**config.mk**
```make
export PLATFORM = sky130hd
export DESIGN_NAME = bfly_router
export DESIGN_NICKNAME = d
export VERILOG_FILES = /design/src/rtl/bfly_pkg.sv /design/src/rtl/bfly_fifo.sv /design/src/rtl/bfly_router.sv
export SDC_FILE = /design/constraint.sdc
export NUM_CORES = 1
export LEC_CHECK = 0
export CORE_ASPECT_RATIO = 1.2
export CORE_MARGIN = 3
export CORE_UTILIZATION = 50
export DETAILED_ROUTE_END_ITERATION = 10
export PLACE_DENSITY_LB_ADDON = 0.25
export SETUP_SLACK_MARGIN = 0.1
export SLEW_MARGIN = 20
export SYNTH_ARGS = -nofsm -noshare
export SYNTH_HDL_FRONTEND = slang
export SYNTH_SLANG_ARGS = --single-unit
export TNS_END_PERCENT = 10
```
**constraint.sdc**
```tcl
create_clock -name i_clk -period 6 [get_ports i_clk]
set_input_delay 1.5 -clock i_clk [delete_from_list [all_inputs] [get_ports i_clk]]
set_output_delay 1.5 -clock i_clk [all_outputs]
set_load 0.03 [all_outputs]
```
**src/rtl/bfly_pkg.sv**
```systemverilog
// Shared defaults and route-field helpers for the butterfly router slice.
// Helpers work on a wide zero-extended phit so any parameterisation can reuse them.
package bfly_pkg;

    localparam int BFLY_N_PORTS    = 4;
    localparam int BFLY_PHIT_W     = 18;
    localparam int BFLY_ROUTE_W    = 6;
    localparam int BFLY_FIFO_DEPTH = 4;
    localparam int MAX_PHIT_W      = 128;

    typedef logic [MAX_PHIT_W-1:0] wide_phit_t;

    // Destination of the current hop: the top hopW bits of the phit.
    function automatic int unsigned route_dest(input wide_phit_t phit,
                                               input int         phitW,
                                               input int         hopW);
        wide_phit_t shifted;
        shifted = phit >> (phitW - hopW);
        return 32'(shifted);
    endfunction

    // Shift the route field up by one hop (zero fill), leaving the payload intact.
    function automatic wide_phit_t consume_hop(input wide_phit_t phit,
                                               input int         phitW,
                                               input int         routeW,
                                               input int         hopW);
        wide_phit_t mask;
        wide_phit_t route;
        int         base;
        base  = phitW - routeW;
        mask  = (wide_phit_t'(1) << routeW) - wide_phit_t'(1);
        route = ((phit >> base) << hopW) & mask;
        return (phit & ~(mask << base)) | (route << base);
    endfunction

endpackage

```
**src/rtl/bfly_fifo.sv**
```systemverilog
// Per-input phit FIFO. A freshly pushed entry is hidden from the arbiters for
// one cycle, so o_empty reflects only entries that were already present.
module bfly_fifo #(
    parameter int PHIT_W     = 18,
    parameter int FIFO_DEPTH = 4
) (
    input  logic              i_clk,
    input  logic              i_rst,
    input  logic              i_push,
    input  logic [PHIT_W-1:0] i_data,
    input  logic              i_pop,
    output logic [PHIT_W-1:0] o_head,
    output logic              o_full,
    output logic              o_empty
);
    localparam int AW = $clog2(FIFO_DEPTH);
    localparam int CW = AW + 1;

    logic [PHIT_W-1:0] r_mem [FIFO_DEPTH];
    logic [AW-1:0]     r_wrPtr;
    logic [AW-1:0]     r_rdPtr;
    logic [CW-1:0]     r_count;
    logic              r_pushLast;
    logic              w_doPush;
    logic              w_doPop;

    assign o_full   = (r_count == CW'(FIFO_DEPTH));
    assign o_empty  = (r_count == CW'(r_pushLast));
    assign w_doPush = i_push && !o_full;
    assign w_doPop  = i_pop && !o_empty;
    assign o_head   = r_mem[r_rdPtr];

    always_ff @(posedge i_clk) begin
        if (w_doPush) begin
            r_mem[r_wrPtr] <= i_data;
        end
    end

    // Pointers wrap naturally because the depth is a power of two.
    always_ff @(posedge i_clk or posedge i_rst) begin
        if (i_rst) begin
            r_wrPtr    <= '0;
            r_rdPtr    <= '0;
            r_count    <= '0;
            r_pushLast <= 1'b0;
        end else begin
            r_pushLast <= w_doPush;
            if (w_doPush) begin
                r_wrPtr <= r_wrPtr + AW'(1);
            end
            if (w_doPop) begin
                r_rdPtr <= r_rdPtr + AW'(1);
            end
            case ({w_doPush, w_doPop})
                2'b10:   r_count <= r_count + CW'(1);
                2'b01:   r_count <= r_count - CW'(1);
                default: r_count <= r_count;
            endcase
        end
    end

endmodule

```
**src/rtl/bfly_router.sv**
```systemverilog
// Butterfly router stage: per-input FIFOs feeding per-output round-robin
// arbiters and registered outputs; each loaded phit has one route hop consumed.
module bfly_router
    import bfly_pkg::*;
#(
    parameter int N_PORTS    = BFLY_N_PORTS,
    parameter int PHIT_W     = BFLY_PHIT_W,
    parameter int ROUTE_W    = BFLY_ROUTE_W,
    parameter int FIFO_DEPTH = BFLY_FIFO_DEPTH
) (
    input  logic                           i_clk,
    input  logic                           i_rst,
    input  logic [N_PORTS-1:0][PHIT_W-1:0] i_inputs,
    input  logic [N_PORTS-1:0]             i_valid,
    output logic [N_PORTS-1:0]             o_ready,
    output logic [N_PORTS-1:0][PHIT_W-1:0] o_outputs,
    output logic [N_PORTS-1:0]             o_valid,
    input  logic [N_PORTS-1:0]             i_ready
);
    localparam int LOG2N = $clog2(N_PORTS);

    logic               r_rdyEn;
    logic [N_PORTS-1:0] w_full;
    logic [N_PORTS-1:0] w_empty;
    logic [N_PORTS-1:0] w_pop;
    logic [PHIT_W-1:0]  w_head  [N_PORTS];
    logic [LOG2N-1:0]   w_dest  [N_PORTS];
    logic [N_PORTS-1:0] w_grant [N_PORTS];

    // Holds o_ready low through reset and until the first edge after release.
    always_ff @(posedge i_clk or posedge i_rst) begin
        if (i_rst) begin
            r_rdyEn <= 1'b0;
        end else begin
            r_rdyEn <= 1'b1;
        end
    end

    assign o_ready = {N_PORTS{r_rdyEn}} & ~w_full;

    for (genvar i = 0; i < N_PORTS; i++) begin : g_in
        bfly_fifo #(
            .PHIT_W    (PHIT_W),
            .FIFO_DEPTH(FIFO_DEPTH)
        ) u_fifo (
            .i_clk  (i_clk),
            .i_rst  (i_rst),
            .i_push (i_valid[i] & o_ready[i]),
            .i_data (i_inputs[i]),
            .i_pop  (w_pop[i]),
            .o_head (w_head[i]),
            .o_full (w_full[i]),
            .o_empty(w_empty[i])
        );

        assign w_dest[i] = LOG2N'(route_dest(MAX_PHIT_W'(w_head[i]), PHIT_W, LOG2N));
    end

    // A head targets exactly one output, so at most one grant per input is set.
    always_comb begin
        w_pop = '0;
        for (int j = 0; j < N_PORTS; j++) begin
            w_pop = w_pop | w_grant[j];
        end
    end

    for (genvar j = 0; j < N_PORTS; j++) begin : g_out
        logic [N_PORTS-1:0] w_req;
        logic [LOG2N-1:0]   r_prio;
        logic [LOG2N-1:0]   w_sel;
        logic [LOG2N-1:0]   w_idx;
        logic               w_found;
        logic               w_load;
        logic [PHIT_W-1:0]  w_next;
        logic [PHIT_W-1:0]  r_data;
        logic               r_valid;

        always_comb begin
            w_req = '0;
            for (int i = 0; i < N_PORTS; i++) begin
                w_req[i] = !w_empty[i] && (w_dest[i] == LOG2N'(j));
            end
        end

        assign w_load = !r_valid || i_ready[j];

        // Scan requesters starting at r_prio, wrapping past the top index.
        always_comb begin
            w_found = 1'b0;
            w_sel   = '0;
            w_idx   = '0;
            for (int k = 0; k < N_PORTS; k++) begin
                w_idx = r_prio + LOG2N'(k);
                if (!w_found && w_req[w_idx]) begin
                    w_found = 1'b1;
                    w_sel   = w_idx;
                end
            end
        end

        assign w_grant[j] = (w_found && w_load) ? (N_PORTS'(1) << w_sel) : '0;
        assign w_next     = PHIT_W'(consume_hop(MAX_PHIT_W'(w_head[w_sel]),
                                                PHIT_W, ROUTE_W, LOG2N));

        always_ff @(posedge i_clk or posedge i_rst) begin
            if (i_rst) begin
                r_data  <= '0;
                r_valid <= 1'b0;
                r_prio  <= '0;
            end else if (w_found && w_load) begin
                r_data  <= w_next;
                r_valid <= 1'b1;
                r_prio  <= w_sel + LOG2N'(1);
            end else if (i_ready[j]) begin
                r_valid <= 1'b0;
            end
        end

        assign o_outputs[j] = r_data;
        assign o_valid[j]   = r_valid;
    end

endmodule

```
# After elaboration in Yosys (flattened, before gate mapping)
# Memories as Yosys holds them, arrays and structs flattened.
# Index checks and enable logic that the tools add are counted.
[totals] input_bits=82 word_cells=314 n_memories=4 reg_bits=117 mem_bits_rw=288 out_inout_bits=80
[memory_table] memory="g_in[0].u_fifo.r_mem" depth=4 width=18 read_ports=1 rd_clocked_by_memory_dff=0 wr=1 line_no="bfly_fifo.sv:19" source="logic [PHIT_W-1:0] r_mem [FIFO_DEPTH];"
[memory_table] memory="g_in[1].u_fifo.r_mem" depth=4 width=18 read_ports=1 rd_clocked_by_memory_dff=0 wr=1 line_no="bfly_fifo.sv:19"
[memory_table] memory="g_in[2].u_fifo.r_mem" depth=4 width=18 read_ports=1 rd_clocked_by_memory_dff=0 wr=1 line_no="bfly_fifo.sv:19"
[memory_table] memory="g_in[3].u_fifo.r_mem" depth=4 width=18 read_ports=1 rd_clocked_by_memory_dff=0 wr=1 line_no="bfly_fifo.sv:19"
[op_classes] eq_ne=28 n_addsub=32 n_reduce_logical=80 order_cmp=20 n_mux=100 shifts=4 n_bitwise=17
[op_table] op="binary-select mux 18 bit (select 2 bit)" count=4
[op_table] op="two-way mux 16 bit" count=8
[op_table] op="OR 12 x 18 -> 18 bit" count=4
[op_table] op="< comparator 2 x 3 -> 1 bit (second input constant)" count=16
[op_table] op="two-way mux 1 bit" count=48
[op_table] op="logical AND 1 bit" count=40
[op_table] op="adder 2 x 1 -> 2 bit (second input constant)" count=16
[op_table] op="binary-select mux 1 bit (select 2 bit)" count=16
[op_table] op="two-way mux 2 bit" count=16
[op_table] op="equality test 2 bit (second input constant)" count=12
[op_table] op="zero test 1 bit" count=24
[op_table] op="one-hot mux 3 bit (2 select lines)" count=4
[op_table] op="adder 2 bit (second input constant)" count=8
[op_table] op="equality test 2 x 1 -> 1 bit (second input constant)" count=8
[op_table] op="two-way mux 4 bit" count=4
[op_table] op="nonzero test 2 bit" count=8
[op_table] op="<< shifter 1 x 2 -> 4 bit (first input constant)" count=4
[op_table] op="adder 3 x 1 -> 3 bit (second input constant)" count=4
[op_table] op="equality test 3 x 1 -> 1 bit" count=4
[op_table] op="equality test 3 bit (second input constant)" count=4
[op_table] op=">= comparator 3 bit (second input constant)" count=4
[op_table] op="NOT 2 -> 3 bit" count=4
[op_table] op="OR 4 bit" count=3
[op_table] op="subtractor 3 x 1 -> 3 bit (second input constant)" count=4
[op_table] op="other kinds (5)" count=14

# Longest topological paths before layout
[depth] depth_word=23 depth_mapped=18 mapped_depth_nobuf=15

# Cells and area by module
# A second synthesis with hierarchy kept.
[hier_totals] cells_unflattened=1106 area_unflattened_um2=17715.7
[modules_own_cells] mod="bfly_fifo" area_each_um2=3083.0 instances=4 seq_area_each_um2=2362.3 cells_each=136
[modules_own_cells] mod="bfly_router" area_each_um2=5383.9 instances=1 seq_area_each_um2=1926.8 cells_each=562

# Worst setup path after synthesis
# No wires, ideal clock.
[synth_path] kind="register to register" from="reg g_in[1].u_fifo.r_rdPtr[0]" to="reg g_in[1].u_fifo.r_count[2]" path_buffers=4 arrival_time_ps=3872 path_slack_ps=2049 required_ps=5921 synth_period_minus_slack_ps=3951 stages_incl_launch_ff=19 setup_ps=79 path_cell_list="dfrtp_1 buf_6 mux4_2 buf_6 a211o_1 a211oi_2 nand2_2 buf_6 inv_1 buf_2 ha_1 nand2_1 a41oi_1 ha_1 inv_1 fa_1 xor2_1 nor2_1 xor2_1"
[synth_between] elab_chain_len=23 elab_cells_between_ends=117 cone_classes="eq/ne (5); shift (4); mux (69); bitwise (3); reduce/logical (35); memory (1)"
[synth_rtl] item="from (decl)" line_no="bfly_fifo.sv:21" source="logic [AW-1:0] r_rdPtr;"
[synth_rtl] item="from (signal assigned)" line_no="bfly_fifo.sv:52" source="r_rdPtr <= r_rdPtr + AW'(1);"
[synth_rtl] item="memory (4 x 18 bit) *"
[synth_rtl] item="equality test 2 x 1 -> 1 bit or zero test 2 bit (tied branches)" line_no="bfly_router.sv:81" source="w_req[i] = !w_empty[i] && (w_dest[i] == LOG2N'(j));"
[synth_rtl] item="logical AND 1 bit" line_no="bfly_router.sv:81"
[synth_rtl] item="binary-select mux 1 bit (select 2 bit)" line_no="bfly_router.sv:94" source="if (!w_found && w_req[w_idx]) begin"
[synth_rtl] item="two-way mux 1 bit (implied by the code)" line_no="bfly_router.sv:94"
[synth_rtl] item="two-way mux 1 bit" line_no="bfly_router.sv:94"
[synth_rtl] item="zero test 1 bit" line_no="bfly_router.sv:94"
[synth_rtl] item="logical AND 1 bit" line_no="bfly_router.sv:94"
[synth_rtl] item="(+7 left out)"
[synth_rtl] item="<< shifter 1 x 2 -> 4 bit or logical AND 1 bit (tied branches)" line_no="bfly_router.sv:101" source="assign w_grant[j] = (w_found && w_load) ? (N_PORTS'(1) << w_sel) : '0;"
[synth_rtl] item="two-way mux 4 bit" line_no="bfly_router.sv:101"
[synth_rtl] item="OR 4 bit (2 in series)" line_no="bfly_router.sv:63" source="w_pop = w_pop | w_grant[j];"
[synth_rtl] item="OR 4 bit *" line_no="bfly_router.sv:63"
[synth_rtl] item="logical AND 1 bit *" line_no="bfly_fifo.sv:30" source="assign w_doPop = i_pop && !o_empty;"
[synth_rtl] item="via g_in[1].u_fifo.w_doPop" line_no="bfly_fifo.sv:25" source="logic w_doPop;"
[synth_rtl] item="equality test 2 x 1 -> 1 bit or equality test 2 bit (tied branches)" line_no="bfly_fifo.sv:54" source="case ({w_doPush, w_doPop})"
[synth_rtl] item="one-hot mux 3 bit (2 select lines) or nonzero test 2 bit (tied branches)"
[synth_rtl] item="to (signal assigned)" line_no="bfly_fifo.sv:55" source="2'b10: r_count <= r_count + CW'(1);"
[synth_rtl] item="to (signal assigned)" line_no="bfly_fifo.sv:56" source="2'b01: r_count <= r_count - CW'(1);"
[synth_rtl] item="to (signal assigned)" line_no="bfly_fifo.sv:57" source="default: r_count <= r_count;"
[synth_rtl] item="to (decl)" line_no="bfly_fifo.sv:22" source="logic [CW-1:0] r_count;"
# The timed path passes the listed nets; every way through them passes the cells marked *. The select of a mux whose other input is x is not followed.
# A chain may end at the register's enable or synchronous reset.

# Worst setup path after layout
# Ends and elaborated chain as after synthesis.

==> results by stage <==
Critical path:
- The worst stage delay on the critical path is 740 ps.
- The critical path is of the flop to flop type.
- Data on the critical path arrives at its endpoint at 5390 ps.
- The slack of the worst reg-to-reg path is 1080 ps.
- Traced cell by cell, the critical path runs through mux4_2 -> a211o_1 -> a211oi_2 -> nand2_2 -> inv_1 -> ha_1 -> nand2_1 -> a41oi_1 -> ha_1 -> inv_1 -> fa_1 -> xor2_1 -> nor2_1 -> xor2_1.
- Data on the critical path is required at its endpoint by 6460 ps.
- The kind of end point of the critical path is a flop.
- The type of origin of the critical path is a flop.
- The largest fanout on the critical path is 12.
- The worst-path cell with the longest stage delay is dfrtp_1.

Global routing:
- The first global-routing pass estimated 69.57 mm of wire.
- The number of global-route vias before repair is 11123.
- The number of antenna violations at the first check in global routing is 1.
- Entering global routing, the biggest net connects 50 pins.
- Summed over all layers, the global routing overflow is 0.
- For this run, the total global-route usage over all layers was measured as 23.87%.

STA:
- The number of max-slew violations in the final report was 0.
- Between clock sinks in the finished design, the worst skew comes to 18.64 ps.
- Summed over all failing endpoints, the final setup total negative slack is 0 ps.
- The total of endpoints with negative setup slack in the final report is 0.
- The count of endpoints failing hold in the final timing report is 0.
- Based on the critical path, the design can be clocked at up to 203.2 MHz.
- The final cycle utilization of the critical path is 82.01%.
- At the pin with the least slew margin, the transition time is 1108 ps.
- The final critical path time including I/O delays and setup is 4920 ps.
- Setup repair after global routing left no endpoint under its margin.
- Measured against its own limit, the worst slew margin works out to 25.87%.
- The worst path meets setup with 1080 ps of slack.

Routing:
- The final routed DRC violation total is 0.
- For this block, the initial DRC count from the detailed router was 1000.
- The routed design has 46.55 mm of wire.
- The via density per instance is 6.066.
- In the final routed layout, each cell accounts on average for 26.10 um.
- The pre-antenna-repair detailed-routing pass consisted of 7 iterations.
- The number of routed nets with antenna violations is 0.
- The highest routing layer actually used is met4.
- After detailed routing, the met2 layer carries 23.04 mm of wire.
- The routed layout has 10816 vias.
- In the final routing, the length of wire on met1 measures 18.71 mm.
- The wire length on met3 is 2.891 mm.

Floorplanning:
- The height of the die is 214.6 um.
- The die outline area is 38580 um2.
- The initial utilization of the core area, before any placement, comes to 51.24%.
- The area of the core is 35380 um2.
- The die is 179.8 um wide.
- The I/O pin total is 162.
- The row count is 75.

Final layout:
- Of the cells placed in the final design, the portion with a size suffix greater than 1 is 15.91%.
- In the final layout, the multi-input gates occupy 6180 um2.
- Registers take 11380 um2.
- The area growth from synthesis to layout is 17.23%.
- The net count of the finished layout is 1411.
- The number of filler instances in the final layout is 2664.
- For this run, the share of the core covered by cells in the final layout is 60.07%.

Yosys:
- Counting flops and latches in the post-synthesis netlist gives 397.
- The synthesized netlist contains 80 unique library cells.
- The cell area after synthesis is 18130 um2.
- After synthesis, the cell types taking the most area are edfxtp_1 48%, dfrtp_1 15%, mux4_2 8.7%.
- The mean post-synth cell area is 15.82 um2.
- Synthesis produced 1146 cells.
- In this run, synthesis inferred 288 flip-flops with an integrated enable.
- The leading register cell type out of synthesis is edfxtp_1.
- The proportion of synthesized flip-flops having asynchronous set or reset is 27.46%.
- During synthesis, Yosys emitted a total of 0 warnings.
- The cell type with the highest aggregate area in the netlist is edfxtp_1.
- In this run the biggest area consumer among cell types represents 47.71% of the synthesized area.
- The share of the Yosys chip area taken by registers is 62.76%.

Clock network:
- The number of sinks driven by the clock tree is 397.
- After clock tree synthesis, the setup repair step added 0 buffers.
- CTS built an H-tree with a depth of 2.
- The tree is rooted in a clkbuf_16.
- For this design, the CTS-stage hold fixing added 0 buffers.
- The number of clock buffers inserted by TritonCTS is 39.
- The clock latency on the worst-skew pair is 540 ps.
- The total of cells resized after clock tree synthesis is 0.
- The clock tree from TritonCTS is built.
- The worst-case clock buffer depth is 3.
- Clock-pin slew was measured on the worst setup and hold paths at 60 ps.

Flow run:
- The number of maximum-capacitance violations is 0.

Placement:
- The weighted congestion at the end of routability-driven global placement is 0.9307.
- OpenSTA, run right after detailed placement, puts the worst setup slack at 1144 ps.
- Buffers placed on the I/O ports in this run total 153.
- Summed over all nets, the half-perimeter wirelength after detailed placement is 33.44 mm.

Run status:
- The run finished with clean final reports.

Hold path:
- The path category of the worst min-delay check is flop to flop.
## final timing paths
check / to / cells past startpoint / from
hold reg to reg: g_out[2].r_data[17]$_DFFE_PP0P_ / 1 / g_out[2].r_data[17]$_DFFE_PP0P_
hold / removal: g_out[2].r_data[17]$_DFFE_PP0P_ / 1 / g_out[2].r_data[17]$_DFFE_PP0P_
max in group asynchronous: g_in[0].u_fifo.r_wrPtr[1]$_DFFE_PP0P_ / 3 / i_rst
setup / recovery: g_in[1].u_fifo.r_count[2]$_DFFE_PP0P_ / 14 / g_in[1].u_fifo.r_rdPtr[0]$_DFFE_PP0P_
min in group asynchronous: g_in[1].u_fifo.r_wrPtr[1]$_DFFE_PP0P_ / 2 / i_rst
setup reg to reg: g_in[1].u_fifo.r_count[2]$_DFFE_PP0P_ / 14 / g_in[1].u_fifo.r_rdPtr[0]$_DFFE_PP0P_
## routing by layer
metal | track usage [%] | vias up
met5 | 0 | -
met2 | 39.36 | 418
met4 | 9.647 | 0
met3 | 4.513 | 102
li1 | - | 4795
met1 | 31.51 | 5501
## final cells by class
cell class | instances | area share [%]
Antenna cell | 1 | 0.01178
Clock buffer | 57 | 5.340
Clock inverter | 15 | 0.8301
Inverter | 42 | 0.7536
Multi-Input combinational cell | 641 | 29.08
Sequential cell | 397 | 53.53
Tap cell | 462 | 2.720
Timing Repair Buffer | 168 | 7.736
## per-stage QoR
step / instances / instance area (um2) / hold slack [ps]
global placement: 1709 / 19920 / 462.6
CTS: 1782 / 21250 / 480.5
global route: 1782 / 21250 / 499.6
floorplan: 1153 / 18150 / 476.4
finish: 1783 / 21250 / 477.0
detailed placement: 1710 / 19940 / 467.6
## state kept, by name (all words and copies together) (netlist names)
signal	cells
g_out.r_data	64
g_out.r_valid	4
g_in.u_fifo.r_wrPtr	8
g_in.u_fifo.r_rdPtr	8
r_rdyEn	1
g_in.u_fifo.r_count	12
g_in.u_fifo.r_pushLast	4
g_in.u_fifo.r_mem	288
g_out.r_prio	8
## critical path: cells and delay by family, from the launching register on
family | cells | cell delay [ps]
AOI/OAI and AO/OA | 3 | 1150
xor gates and xnor gates | 2 | 300
adders and majority gates | 3 | 920
buffers and inverters | 2 | 540
DFF | 1 | 740
muxes | 1 | 740
and+or+nand+nor | 3 | 440
## synth_stat cells, drive strengths merged, types with 10 or more instances
cell and instances:
edfxtp 288, dfrtp 109, mux4 72, mux2i 66
buf 56, nor2 53, mux2 43, inv 42
o21ai 37, ha 36, nand2 32, a21oi 25
o22ai 20, a211oi 19, a221o 19, clkbuf 17
and3 16, nor3 16, xnor2 16, xor2 16
a21o 14, o211ai 14, a22oi 11, o221a 11
o31ai 10
## cells in the final DEF (no fill, tap or decap), types with 11 or more instances in the layout
cell / netlist / routed
a21o_1: 14 / 14
buf_4: 19 / 15
mux2i_1: 66 / 66
inv_1: 41 / 40
nor2_1: 50 / 50
a21oi_1: 24 / 24
o22ai_1: 20 / 20
o221a_2: 11 / 11
o21ai_0: 35 / 34
ha_1: 36 / 36
clkdlybuf4s50_1: 0 / 153
a221o_1: 19 / 19
a22oi_1: 11 / 11
dfrtp_1: 109 / 109
xnor2_1: 16 / 16
clkbuf_16: 0 / 40
a211oi_1: 17 / 17
mux4_2: 70 / 70
and3_1: 16 / 16
edfxtp_1: 288 / 288
xor2_1: 16 / 16
o211ai_1: 12 / 12
nor3_1: 16 / 16
mux2_1: 13 / 13
mux2_2: 22 / 22
nand2_1: 28 / 28
## cell families after synthesis
family	Yosys count	share of synthesized area (%)
AOI/OAI and AO/OA	234	9.995
adders and majority gates	40	2.927
and+or+nand+nor	145	3.927
DFF	397	62.76
other	2	0.04143
buffers and inverters	115	3.341
xor gates and xnor gates	32	1.546
muxes	181	15.47
Power is not shown: default switching activity piles up to over one toggle a cycle in this logic, so the estimate is an artifact.
